<file path="config.mk">
export PLATFORM = sky130hd
export DESIGN_NAME = decod_rr_sched
export DESIGN_NICKNAME = d
export VERILOG_FILES = /design/src/rtl/decod_sched_pkg.sv /design/src/rtl/decod4to16.sv /design/src/rtl/decod_rr_sched.sv
export SDC_FILE = /design/constraint.sdc
export NUM_CORES = 1
export LEC_CHECK = 0
export CORE_ASPECT_RATIO = 0.7
export CORE_MARGIN = 3
export CORE_UTILIZATION = 55
export CTS_BUF_LIST = sky130_fd_sc_hd__clkbuf_8
export CTS_CLUSTER_DIAMETER = 60
export CTS_CLUSTER_SIZE = 12
export DETAILED_ROUTE_END_ITERATION = 10
export PLACE_DENSITY_LB_ADDON = 0.12
export SETUP_SLACK_MARGIN = 0.1
export SLEW_MARGIN = 20
export SYNTH_ARGS = -nofsm -noshare
export SYNTH_HDL_FRONTEND = slang
export SYNTH_SLANG_ARGS = --single-unit
export TNS_END_PERCENT = 50
</file>
<file path="constraint.sdc">
create_clock -name clk_pad -period 6.8 [get_ports clk_pad]
set_input_delay 1.36 -clock clk_pad [delete_from_list [all_inputs] [get_ports clk_pad]]
set_output_delay 1.36 -clock clk_pad [all_outputs]
set_load 0.01 [all_outputs]
</file>
<file path="src/rtl/decod_sched_pkg.sv">
// Shared types, sizes and the round-robin pick function for the decoder scheduler.
package decod_sched_pkg;

    localparam int NUM_REQ = 16;
    localparam int IDX_W   = 4;
    localparam int HOLD_W  = 4;

    typedef enum logic [1:0] {
        IDLE    = 2'd0,
        GRANT   = 2'd1,
        RELEASE = 2'd2
    } state_t;

    // First set request scanning ptr, ptr+1, ... with 4-bit wraparound.
    function automatic logic [IDX_W-1:0] rr_pick(
        input logic [NUM_REQ-1:0] req,
        input logic [IDX_W-1:0]   ptr
    );
        logic [IDX_W-1:0] pick;
        logic [IDX_W-1:0] cand;
        logic             found;
        pick  = ptr;
        found = 1'b0;
        for (int i = 0; i < NUM_REQ; i++) begin
            cand = ptr + IDX_W'(i);
            if (!found && req[cand]) begin
                pick  = cand;
                found = 1'b1;
            end
        end
        return pick;
    endfunction

endpackage

</file>
<file path="src/rtl/decod4to16.sv">
// 4-to-16 one-hot decoder with enable; all outputs low when disabled.
module decod4to16
    import decod_sched_pkg::*;
(
    input  logic [IDX_W-1:0]   idx,
    input  logic               en,
    output logic [NUM_REQ-1:0] onehot
);

    generate
        for (genvar gi = 0; gi < NUM_REQ; gi++) begin : g_line
            assign onehot[gi] = en && (idx == IDX_W'(gi));
        end
    endgenerate

endmodule

</file>
<file path="src/rtl/decod_rr_sched.sv">
// Round-robin owner of a shared 4-to-16 decoder: grants one requester at a time
// with a two-cycle dead gap between grants and an optional hold timeout.
module decod_rr_sched
    import decod_sched_pkg::*;
#(
    parameter int MAX_HOLD = 15
) (
    input  logic               clk_pad,
    input  logic               rst_pad,
    input  logic [NUM_REQ-1:0] req_pad,
    input  logic               done_pad,
    output logic [IDX_W-1:0]   idx_pad,
    output logic               en_pad,
    output logic [NUM_REQ-1:0] gnt_pad,
    output logic               busy_pad,
    output logic               timeout_pad
);

    localparam bit               HOLD_LIMITED = (MAX_HOLD != 0);
    localparam logic [HOLD_W-1:0] HOLD_LAST   = HOLD_W'((MAX_HOLD == 0) ? 0 : MAX_HOLD - 1);

    state_t            state_reg, state_next;
    logic [IDX_W-1:0]  idx_reg, idx_next;
    logic [IDX_W-1:0]  ptr_reg, ptr_next;
    logic [HOLD_W-1:0] hold_cnt_reg, hold_cnt_next;
    logic              en_reg, en_next;
    logic              busy_reg, busy_next;
    logic              timeout_reg, timeout_next;

    always_ff @(posedge clk_pad or posedge rst_pad) begin
        if (rst_pad) begin
            state_reg    <= IDLE;
            idx_reg      <= '0;
            ptr_reg      <= '0;
            hold_cnt_reg <= '0;
            en_reg       <= 1'b0;
            busy_reg     <= 1'b0;
            timeout_reg  <= 1'b0;
        end else begin
            state_reg    <= state_next;
            idx_reg      <= idx_next;
            ptr_reg      <= ptr_next;
            hold_cnt_reg <= hold_cnt_next;
            en_reg       <= en_next;
            busy_reg     <= busy_next;
            timeout_reg  <= timeout_next;
        end
    end

    always_comb begin
        state_next    = state_reg;
        idx_next      = idx_reg;
        ptr_next      = ptr_reg;
        hold_cnt_next = hold_cnt_reg;
        timeout_next  = 1'b0;
        case (state_reg)
            IDLE: begin
                if (|req_pad) begin
                    idx_next      = rr_pick(req_pad, ptr_reg);
                    hold_cnt_next = '0;
                    state_next    = GRANT;
                end
            end
            GRANT: begin
                // An explicit finish beats the hold limit in the same cycle.
                if (done_pad || !req_pad[idx_reg]) begin
                    state_next = RELEASE;
                end else if (HOLD_LIMITED && (hold_cnt_reg == HOLD_LAST)) begin
                    state_next   = RELEASE;
                    timeout_next = 1'b1;
                end else begin
                    hold_cnt_next = hold_cnt_reg + 1'b1;
                end
            end
            RELEASE: begin
                ptr_next   = idx_reg + 1'b1;
                state_next = IDLE;
            end
            default: state_next = IDLE;
        endcase
        en_next   = (state_next == GRANT);
        busy_next = (state_next != IDLE);
    end

    decod4to16 u_dec (
        .idx    (idx_reg),
        .en     (en_reg),
        .onehot (gnt_pad)
    );

    assign idx_pad     = idx_reg;
    assign en_pad      = en_reg;
    assign busy_pad    = busy_reg;
    assign timeout_pad = timeout_reg;

endmodule

</file>
==> flow_summary_export.csv, run 1 <==
group,metric,value,unit
outcome,status,"finished, final reports clean",
hold_path,hold_class,"register to register",
worst_setup_path,startpoint_type,"register",
global_routing,grt_max_degree,33,
floorplanning,die-area,7380,µm²
cts,cts_htree_levels,1,
yosys,yosysWarnings,0,
cts,numCtsBuffers,3,
yosys,post_synth_num_cell_types,64,
floorplanning,io_pins,42,
detailed_routing,drt_iter0_markers,471,
yosys,syn_avg_cell_area,9.15,µm²
timing,slew_viol_final,0,
cts,cts.sinks,17,
cells_and_area,diodes,0,
timing,setup_viol,0,
cells_and_area,fin_nets,445,
placed_design,post-place-ws,1740,ps
yosys,synth_edf_count,0,
hold_path,min_from,"hold_cnt_reg[3]$_DFFE_PP0P_",
cts,post-cts-setup-buffers,0,
yosys,synth-seq-cells,17,
floorplanning,die_h,72.8,µm
job,cap_violations,0,
cells_and_area,multi_input_area,2900,µm²
global_routing,grt_pass1_vias,3350,
timing,worst_slack,1890,ps
detailed_routing,wl_per_cell,22.1,µm
yosys,yosysSeqAreaShare,0.121,
cts,cts_tree,"yes",
yosys,async_flop_share,1.00,
cells_and_area,num-fill-cells,471,
global_routing,grt.overflow.total,0,
yosys,netlist.area_leader.share,0.161,
placed_design,port_buffers,41,
floorplanning,num_rows,23,
yosys,synth_flop_cell,"dfrtp_1",
detailed_routing,drc_errors,0,
global_routing,grt_pass1_wl,17400,µm
cts,clkLatencyLatePin,240,ps
yosys,synthCells,383,
cells_and_area,syn_to_final_growth,13.0,%
floorplanning,die_w,101,µm
worst_setup_path,worstPathRequired,6910,ps
detailed_routing,avgViaCountPerCell,7.19,
timing,rsz0062_at_grt,"false",
detailed_routing,totalWireLength,10800,µm
cts,cts_buffer_depth,2,
worst_setup_path,cp_max_fo,32,
yosys,yosysTopAreaCell,"mux4_2",
detailed_routing,ant_nets,0,
yosys,synth.most_common_cell,"nand2_1",
cells_and_area,regArea,425,µm²
worst_setup_path,cp.arrival,5030,ps
worst_setup_path,r2r_start,"ptr_reg[1]$_DFFE_PP0N_",
worst_setup_path,critPathKind,"register to register",
detailed_routing,dr.pass1.iters,5,
worst_setup_path,crit_start,"ptr_reg[1]$_DFFE_PP0N_",
timing,period_needed,4910,ps
global_routing,globalRouteTotalUtil,0.297,
cells_and_area,drive_above_1_share,0.148,
cts,hold_buffers,0,
timing,setup_total_negative_slack,0,ps
placed_design,hpwl,8020,µm
yosys,synth_fp_nets,415,
timing,fmax,0.203,GHz
cts,cts_resized,0,
timing,maxSlewHeadroom,0.417,
yosys,syn_area,3510,µm²
cts,path_clk_slew,60,ps
placed_design,place_congestion,1.02,
global_routing,antenna_found_initial,0,
timing,post-route-period-util,0.723,
worst_setup_path,end_kind,"register",
floorplanning,initial_core_util,0.591,
timing,hold_viol,0,
timing,worst_slew_pin_slew,869,ps
cts,root_buffer,"clkbuf_8",
yosys,synthTopCellsByArea,"mux4_2 16%, dfrtp_1 12%, mux4_1 8.2%, mux2i_1 8.0%, mux2_2 7.1%",
floorplanning,core-area,5930,µm²
yosys,synthTopCellsByCount,"44 x nand2_1, 36 x nor2_1, 28 x mux2i_1",
detailed_routing,dr_total_vias,3502,
timing,fin_skew,0.553,ps
metal layers:
layer / vias up / wire length [µm] / GRT usage / share of wire
li1: 1551 / - / - / -
met1: 1676 / 4990 / 0.470 / 0.46
met2: 254 / 4420 / 0.409 / 0.41
met3: 21 / 1190 / 0.0707 / 0.11
met4: 0 / 183 / 0.0619 / 0.017
met5: - / 0 / 0 / 0
final cells by class:
cell class,count,share of cell area
Clock buffer,3,0.0104
Clock inverter,1,0.000947
Inverter,17,0.0161
Multi-Input combinational cell,330,0.732
Sequential cell,17,0.107
Tap cell,75,0.0237
Timing Repair Buffer,44,0.109
path summary, 6_finish.rpt:
| check | end | cells after the start | slack, ps |
|---|---|---|---|
| worst max register to register | idx_pad[2]$_DFFE_PP0P_ | 12 | 1890 |
| min in group asynchronous | hold_cnt_reg[2]$_DFFE_PP0P_ | 2 | 1490 |
| worst min-delay path | hold_cnt_reg[3]$_DFFE_PP0P_ | 2 | 550 |
| worst min register to register | hold_cnt_reg[3]$_DFFE_PP0P_ | 2 | 550 |
| worst max-delay path | idx_pad[2]$_DFFE_PP0P_ | 12 | 1890 |
| max in group asynchronous | idx_pad[0]$_DFFE_PP0P_ | 2 | 4910 |
critical path, stage by stage, from the launching register on:
cell and delay (ps):
dfrtp_1 320, buf_4 380, inv_1 320, ha_1 890, mux2i_1 310, mux2i_1 180
a222oi_1 730, nand4_4 250, nor4_4 640, and3_1 370, a21oi_1 110, o21ai_0 110
o221ai_1 130
layout by cell type (no fill, tap or decap), drive strengths merged, types with 2 or more instances in the layout:
cell type and n:
a222oi 2, a21oi 18, nand2b 5, a31oi 2, clkinv 2, a211o 3
o211ai 4, nand2 44, dfrtp 17, mux2 22, o22ai 4, nand4 7
xnor2 7, buf 3, clkdlybuf4s50 41, o32ai 2, a21boi 2, mux2i 29
ha 13, and3 6, nand3 12, nor2b 4, nor2 37, and2 3
mux4 36, a21o 2, inv 16, o21ai 21, nor4 5, nor3 8
xor2 7, o221ai 2, clkbuf 3, a221oi 2
kinds of logic after synthesis:
| group | synth area share |
|---|---|
| xor gates and xnor gates | 0.0371 |
| AOI/OAI and AO/OA | 0.155 |
| buffers and inverters | 0.0510 |
| and+or+nand+nor | 0.191 |
| muxes | 0.398 |
| DFF | 0.121 |
| adders and majority gates | 0.0464 |
through the flow:
stage | area, µm² | cells | hold slack, ps | utilization
floorplan | 3510 | 383 | 505 | -
global placement | 3920 | 483 | 538 | 0.661
detailed placement | 3920 | 483 | 545 | 0.661
CTS | 3960 | 487 | 560 | 0.668
global route | 3960 | 487 | 584 | 0.668
finish | 3960 | 487 | 550 | 0.668
Power of run 1 is not shown: default switching activity piles up to over one toggle a cycle in this logic, so the estimate is an artifact.
==> inputs of run 2 (changes only) <==
CORE_UTILIZATION = 53   (was 55)
clock period = 4.2 ns   (was 6.8 ns; I/O delays follow)
==> run 2 against run 1 <==
Effect of this change: non-clock buffer count up 22; flip-flop and latch count did not move; cell count increased by 5.1%; first-iteration DRC count fell by 38%; global-route usage up 0.44 points; design area up 4.6%; critical path type is now input pin to register; die area is 3.5% higher; worst hold slack better by 8.3 ps.
==> flow_summary_export.csv, run 2 (synthesized netlist as in run 1, its figures left out) <==
group,metric,value,unit
global_routing,grt_pass1_vias,3165,
floorplanning,num_rows,24,
detailed_routing,wl_per_cell,21.7,µm
cells_and_area,drive_above_1_share,0.194,
detailed_routing,totalWireLength,11100,µm
floorplanning,die_w,103,µm
floorplanning,die_h,74.0,µm
hold_path,min_from,"hold_cnt_reg[3]$_DFFE_PP0P_",
detailed_routing,drc_errors,0,
worst_setup_path,crit_start,"req_pad[15]",
timing,slew_viol_final,0,
worst_setup_path,critPathTopFamily,"multiplexers",
cells_and_area,syn_to_final_growth,18.2,%
worst_setup_path,cp_max_fo,13,
worst_setup_path,r2r_slack,390,ps
cells_and_area,final_cell_mix,"44 x nand2_1, 41 x clkdlybuf4s50_1, 36 x nor2_1",
worst_setup_path,crit_slowest_cell,"clkdlybuf4s50_1",
global_routing,grt_pass1_wl,17600,µm
cts,post-cts-setup-buffers,0,
timing,rsz0062_at_grt,"false",
cts,hold_buffers,0,
hold_path,hold_class,"register to register",
worst_setup_path,r2r-end,"idx_pad[0]$_DFFE_PP0P_",
worst_setup_path,critPathKind,"input pin to register",
global_routing,grt.overflow.total,0,
cts,numCtsBuffers,3,
worst_setup_path,end_kind,"register",
detailed_routing,ant_nets,0,
worst_setup_path,worst-path-buf-inv,3,
timing,hold_viol,0,
global_routing,grt_max_degree,31,
timing,setup_total_negative_slack,0,ps
timing,setup_viol,0,
timing,period_needed,3890,ps
floorplanning,initial_core_util,0.556,
placed_design,port_buffers,41,
placed_design,place_congestion,0.966,
cts,path_clk_slew,60,ps
global_routing,globalRouteTotalUtil,0.301,
cells_and_area,diodes,0,
outcome,status,"finished, final reports clean",
worst_setup_path,worstPathRequired,4320,ps
job,cap_violations,0,
cells_and_area,final_common_cell,"nand2_1",
hold_path,whs_endpoint,"hold_cnt_reg[3]$_DFFE_PP0P_",
detailed_routing,drt_iter0_markers,294,
cts,cts_resized,0,
worst_setup_path,worstPathCellList,"clkdlybuf4s50_1 > mux4_1 > mux4_2 > nor2_2 > nand4_4 > nor4_4 > buf_4 > and3_1 > inv_1 > o221ai_1 > a32oi_1",
worst_setup_path,r2r_start,"ptr_reg[0]$_DFFE_PP0N_",
cts,cts_tree,"yes",
timing,post-route-period-util,0.925,
detailed_routing,dr_total_vias,3492,
worst_setup_path,max_stage_delay,600,ps
floorplanning,io_pins,42,
placed_design,hpwl,8680,µm
worst_setup_path,reg2regPathDepth,12,
timing,worst_slew_pin_slew,755,ps
cts,cts.sinks,17,
floorplanning,die-area,7640,µm²
floorplanning,core-area,6310,µm²
worst_setup_path,cp.arrival,4000,ps
cts,cts_htree_levels,1,
hold_path,worstHoldPathCells,2,
cts,clkLatencyLatePin,260,ps
detailed_routing,avgViaCountPerCell,6.82,
timing,fin_skew,5.95,ps
timing,fmax,0.257,GHz
detailed_routing,dr.pass1.iters,5,
worst_setup_path,startpoint_type,"input pin",
cts,cts_buffer_depth,2,
cells_and_area,post-route-util,0.657,
timing,maxSlewHeadroom,0.493,
cells_and_area,fin_nets,467,
global_routing,antenna_found_initial,0,
cts,root_buffer,"clkbuf_8",
run 2: changes by cell type in the layout (fill, tap and decap cells not counted), sizes merged:
cell | previous run | this run
buf | 3 | 25
run 2: area by class of cell:
| class | count | area, µm² |
|---|---|---|
| sequential | 17 | 425 |
| multi-input combinational | 330 | 2910 |
| tap | 78 | 97.6 |
| timing repair buffer | 66 | 598 |
| inverter | 17 | 63.8 |
| fill | 541 | 2160 |
| clock inverter | 1 | 3.75 |
| clock buffer | 3 | 41.3 |
run 2: per-stage QoR:
stage | instances | worst slack, ps | area, µm² | hold WS (ps)
2_1_floorplan | 383 | 272 | 3510 | 505
3_3_place_gp | 508 | 120 | 4090 | 527
3_5_place_dp | 508 | 112 | 4090 | 553
4_1_cts | 512 | 229 | 4130 | 567
5_1_grt | 512 | 120 | 4140 | 588
6_report | 512 | 314 | 4140 | 558
run 2: worst max path at each step:
stage | slack (ps) | to | cells past startpoint
after global placement | 120 | idx_pad[2]$_DFFE_PP0P_ | 11
after CTS | 230 | idx_pad[0]$_DFFE_PP0P_ | 12
after global routing | 120 | idx_pad[1]$_DFFE_PP0P_ | 11
after floorplan | 270 | idx_pad[2]$_DFFE_PP0P_ | 17
final | 310 | idx_pad[1]$_DFFE_PP0P_ | 11
after detailed placement | 110 | idx_pad[1]$_DFFE_PP0P_ | 11
run 2: metal layers:
layer	wire length, µm	vias to the layer above	GRT usage
met2	4550	205	0.421
li1	-	1603	-
met3	1240	16	0.0722
met4	165	0	0.0474
met5	0	-	0
met1	5170	1668	0.478
run 2: tightest hold or removal path, stage by stage (launching register included):
cell and delay (ps):
dfrtp_1 370, xor2_1 70, nor2_1 80
Power of run 2 is left out for the same reason.
==> inputs of run 3 (changes only) <==
ABC_AREA = 1   (was default)
CORE_UTILIZATION = 51   (was 53)
HOLD_SLACK_MARGIN = 0.15   (was default)
==> run 3 against run 2 <==
Effect of this change: via count fell by 0.29%; first-iteration DRC count increased by 21%; synthesized cell count increased by 32%; worst hold slack worse by 33 ps; global-route usage fell by 0.78 points; cell count rose by 20%; non-clock buffer count is 17 lower; clock skew decreased by 1.6 ps; utilization up 0.10 points; register-to-register slack better by 160 ps.
==> flow_summary_export.csv, run 3 <==
group,metric,value,unit
cts,cts_resized,0,
worst_setup_path,cp.arrival,3800,ps
global_routing,antenna_found_initial,0,
cells_and_area,final_cell_mix,"151 x nand2_1, 96 x nand3_1, 63 x inv_1",
worst_setup_path,cp_max_fo,11,
cts,cts.sinks,17,
yosys,synth-seq-cells,17,
yosys,post_synth_num_cell_types,37,
cts,numCtsBuffers,3,
yosys,synthCells,505,
detailed_routing,totalWireLength,9040,µm
yosys,synth_edf_count,0,
yosys,synth_fp_nets,537,
floorplanning,core-area,4990,µm²
placed_design,port_buffers,41,
placed_design,hpwl,7210,µm
worst_setup_path,crit_top_cell,"nand2_1",
yosys,synth.most_common_cell,"nand2_1",
yosys,yosysSeqAreaShare,0.155,
cts,cts_htree_levels,1,
detailed_routing,ant_nets,0,
cts,path_clk_slew,60,ps
hold_path,hold_class,"register to register",
cts,root_buffer,"clkbuf_8",
global_routing,globalRouteTotalUtil,0.294,
cells_and_area,multi_input_area,1990,µm²
worst_setup_path,crit_slowest_cell,"dfrtp_1",
yosys,yosysWarnings,0,
cts,cts_tree,"yes",
worst_setup_path,end_kind,"register",
floorplanning,io_pins,42,
cells_and_area,regArea,425,µm²
worst_setup_path,critPathTopFamily,"simple AND/OR/NAND/NOR gates",
cts,cts_buffer_depth,2,
yosys,synthTopCellsByCount,"151 x nand2_1, 96 x nand3_1, 62 x inv_1",
global_routing,grt_pass1_wl,14700,µm
timing,fmax,0.274,GHz
cells_and_area,drive_above_1_share,0.0494,
cts,post-cts-setup-buffers,0,
floorplanning,die_h,67.4,µm
floorplanning,die-area,6320,µm²
cts,clkLatencyLatePin,250,ps
worst_setup_path,max_stage_delay,580,ps
yosys,netlist.area_leader.share,0.206,
worst_setup_path,worstPathRequired,4350,ps
worst_setup_path,critPathKind,"register to register",
outcome,status,"finished, final reports clean",
detailed_routing,dr_total_vias,3482,
detailed_routing,drc_errors,0,
detailed_routing,wl_per_cell,14.7,µm
timing,period_needed,3650,ps
timing,fin_skew,4.37,ps
timing,rsz0062_at_grt,"false",
timing,setup_total_negative_slack,0,ps
detailed_routing,drt_iter0_markers,355,
floorplanning,num_rows,21,
detailed_routing,dr.pass1.iters,5,
cts,hold_buffers,0,
cells_and_area,final_common_cell,"nand2_1",
timing,worst_slew_pin_slew,714,ps
global_routing,grt_pass1_vias,2982,
worst_setup_path,startpoint_type,"register",
timing,post-route-period-util,0.869,
yosys,synth_flop_cell,"dfrtp_1",
cells_and_area,num-fill-cells,501,
floorplanning,die_w,93.7,µm
cells_and_area,syn_to_final_growth,19.6,%
timing,maxSlewHeadroom,0.511,
global_routing,grt_max_degree,24,
yosys,syn_area,2750,µm²
timing,hold_viol,0,
worst_setup_path,worstPathCellList,"inv_4 > ha_1 > inv_1 > nand3_1 > nand2_1 > nand2_1 > nand2_1 > nor2_1 > nand2_1 > nor2_2 > nand3_2 > nor2_4 > nand4_2 > inv_2 > nand2_1 > nor2_2 > nand2_2 > o21ai_1 > inv_1 > nand2_1 > nand2_1 > nand3_1 > nand2_1",
placed_design,place_congestion,0.967,
cells_and_area,fin_nets,580,
detailed_routing,avgViaCountPerCell,5.65,
timing,setup_viol,0,
yosys,async_flop_share,1.00,
floorplanning,initial_core_util,0.550,
yosys,yosysTopAreaCell,"nand2_1",
yosys,synthTopCellsByArea,"nand2_1 21%, nand3_1 17%, dfrtp_1 15%, inv_1 8.5%, nor2_1 6.6%",
cells_and_area,diodes,0,
worst_setup_path,worst-path-buf-inv,4,
job,cap_violations,0,
yosys,syn_avg_cell_area,5.44,µm²
global_routing,grt.overflow.total,0,
timing,slew_viol_final,0,
-- run 3: changes by cell type in the layout (fill, tap and decap cells not counted), sizes merged, moves of 6 or more --
| cell | before | now |
|---|---|---|
| and3 | 6 | 0 |
| mux2i | 29 | 0 |
| mux2 | 22 | 0 |
| buf | 25 | 8 |
| nor2 | 37 | 52 |
| o21ai | 21 | 35 |
| nand3 | 12 | 97 |
| nand2 | 44 | 153 |
| inv | 16 | 68 |
| nor3 | 8 | 2 |
| mux4 | 36 | 0 |
-- run 3: final cells by class --
| type | count | area share |
|---|---|---|
| Multi-Input combinational cell | 406 | 0.605 |
| Timing Repair Buffer | 49 | 0.143 |
| Sequential cell | 17 | 0.129 |
| Inverter | 71 | 0.0823 |
| Tap cell | 69 | 0.0263 |
| Clock buffer | 3 | 0.0126 |
| Clock inverter | 1 | 0.00114 |
-- run 3: kinds of logic (layout without fill, tap and decap cells) --
group                      Yosys count  count (layout)  share of synthesized area
buffers and inverters               82             124                      0.122
and+or+nand+nor                    316             316                      0.500
DFF                                 17              17                      0.155
adders and majority gates           13              13                     0.0592
AOI/OAI and AO/OA                   67              67                      0.133
xor gates and xnor gates            10              10                     0.0319
-- run 3: through the flow --
step / setup WS (ps) / cells / utilization / instance area, µm² / hold WS [ps]
global route: 116 / 616 / 0.658 / 3290 / 549
detailed placement: 491 / 612 / 0.649 / 3240 / 513
finish: 551 / 616 / 0.658 / 3290 / 526
CTS: 654 / 616 / 0.658 / 3290 / 527
floorplan: 972 / 505 / - / 2750 / 487
global placement: 527 / 612 / 0.649 / 3240 / 507
-- run 3: worst paths after layout --
check / from / to / slack, ps / cells after the start
setup / recovery: ptr_reg[2]$_DFFE_PP0N_ / idx_pad[3]$_DFFE_PP0P_ / 550 / 23
hold / removal: hold_cnt_reg[3]$_DFFE_PP0P_ / hold_cnt_reg[3]$_DFFE_PP0P_ / 530 / 1
min in group asynchronous: rst_pad / idx_pad[3]$_DFFE_PP0P_ / 970 / 2
setup reg to reg: ptr_reg[2]$_DFFE_PP0N_ / idx_pad[3]$_DFFE_PP0P_ / 550 / 23
hold reg to reg: hold_cnt_reg[3]$_DFFE_PP0P_ / hold_cnt_reg[3]$_DFFE_PP0P_ / 530 / 1
max in group asynchronous: rst_pad / idx_pad[0]$_DFFE_PP0P_ / 2830 / 2
-- run 3: metal layers --
layer | vias to the layer above | part of all wire | global-route usage
met5 | - | 0 | 0
met3 | 15 | 0.11 | 0.0512
li1 | 1725 | - | -
met1 | 1575 | 0.48 | 0.446
met4 | 0 | 0.011 | 0.0486
met2 | 167 | 0.40 | 0.437
Power of run 3 is left out for the same reason.
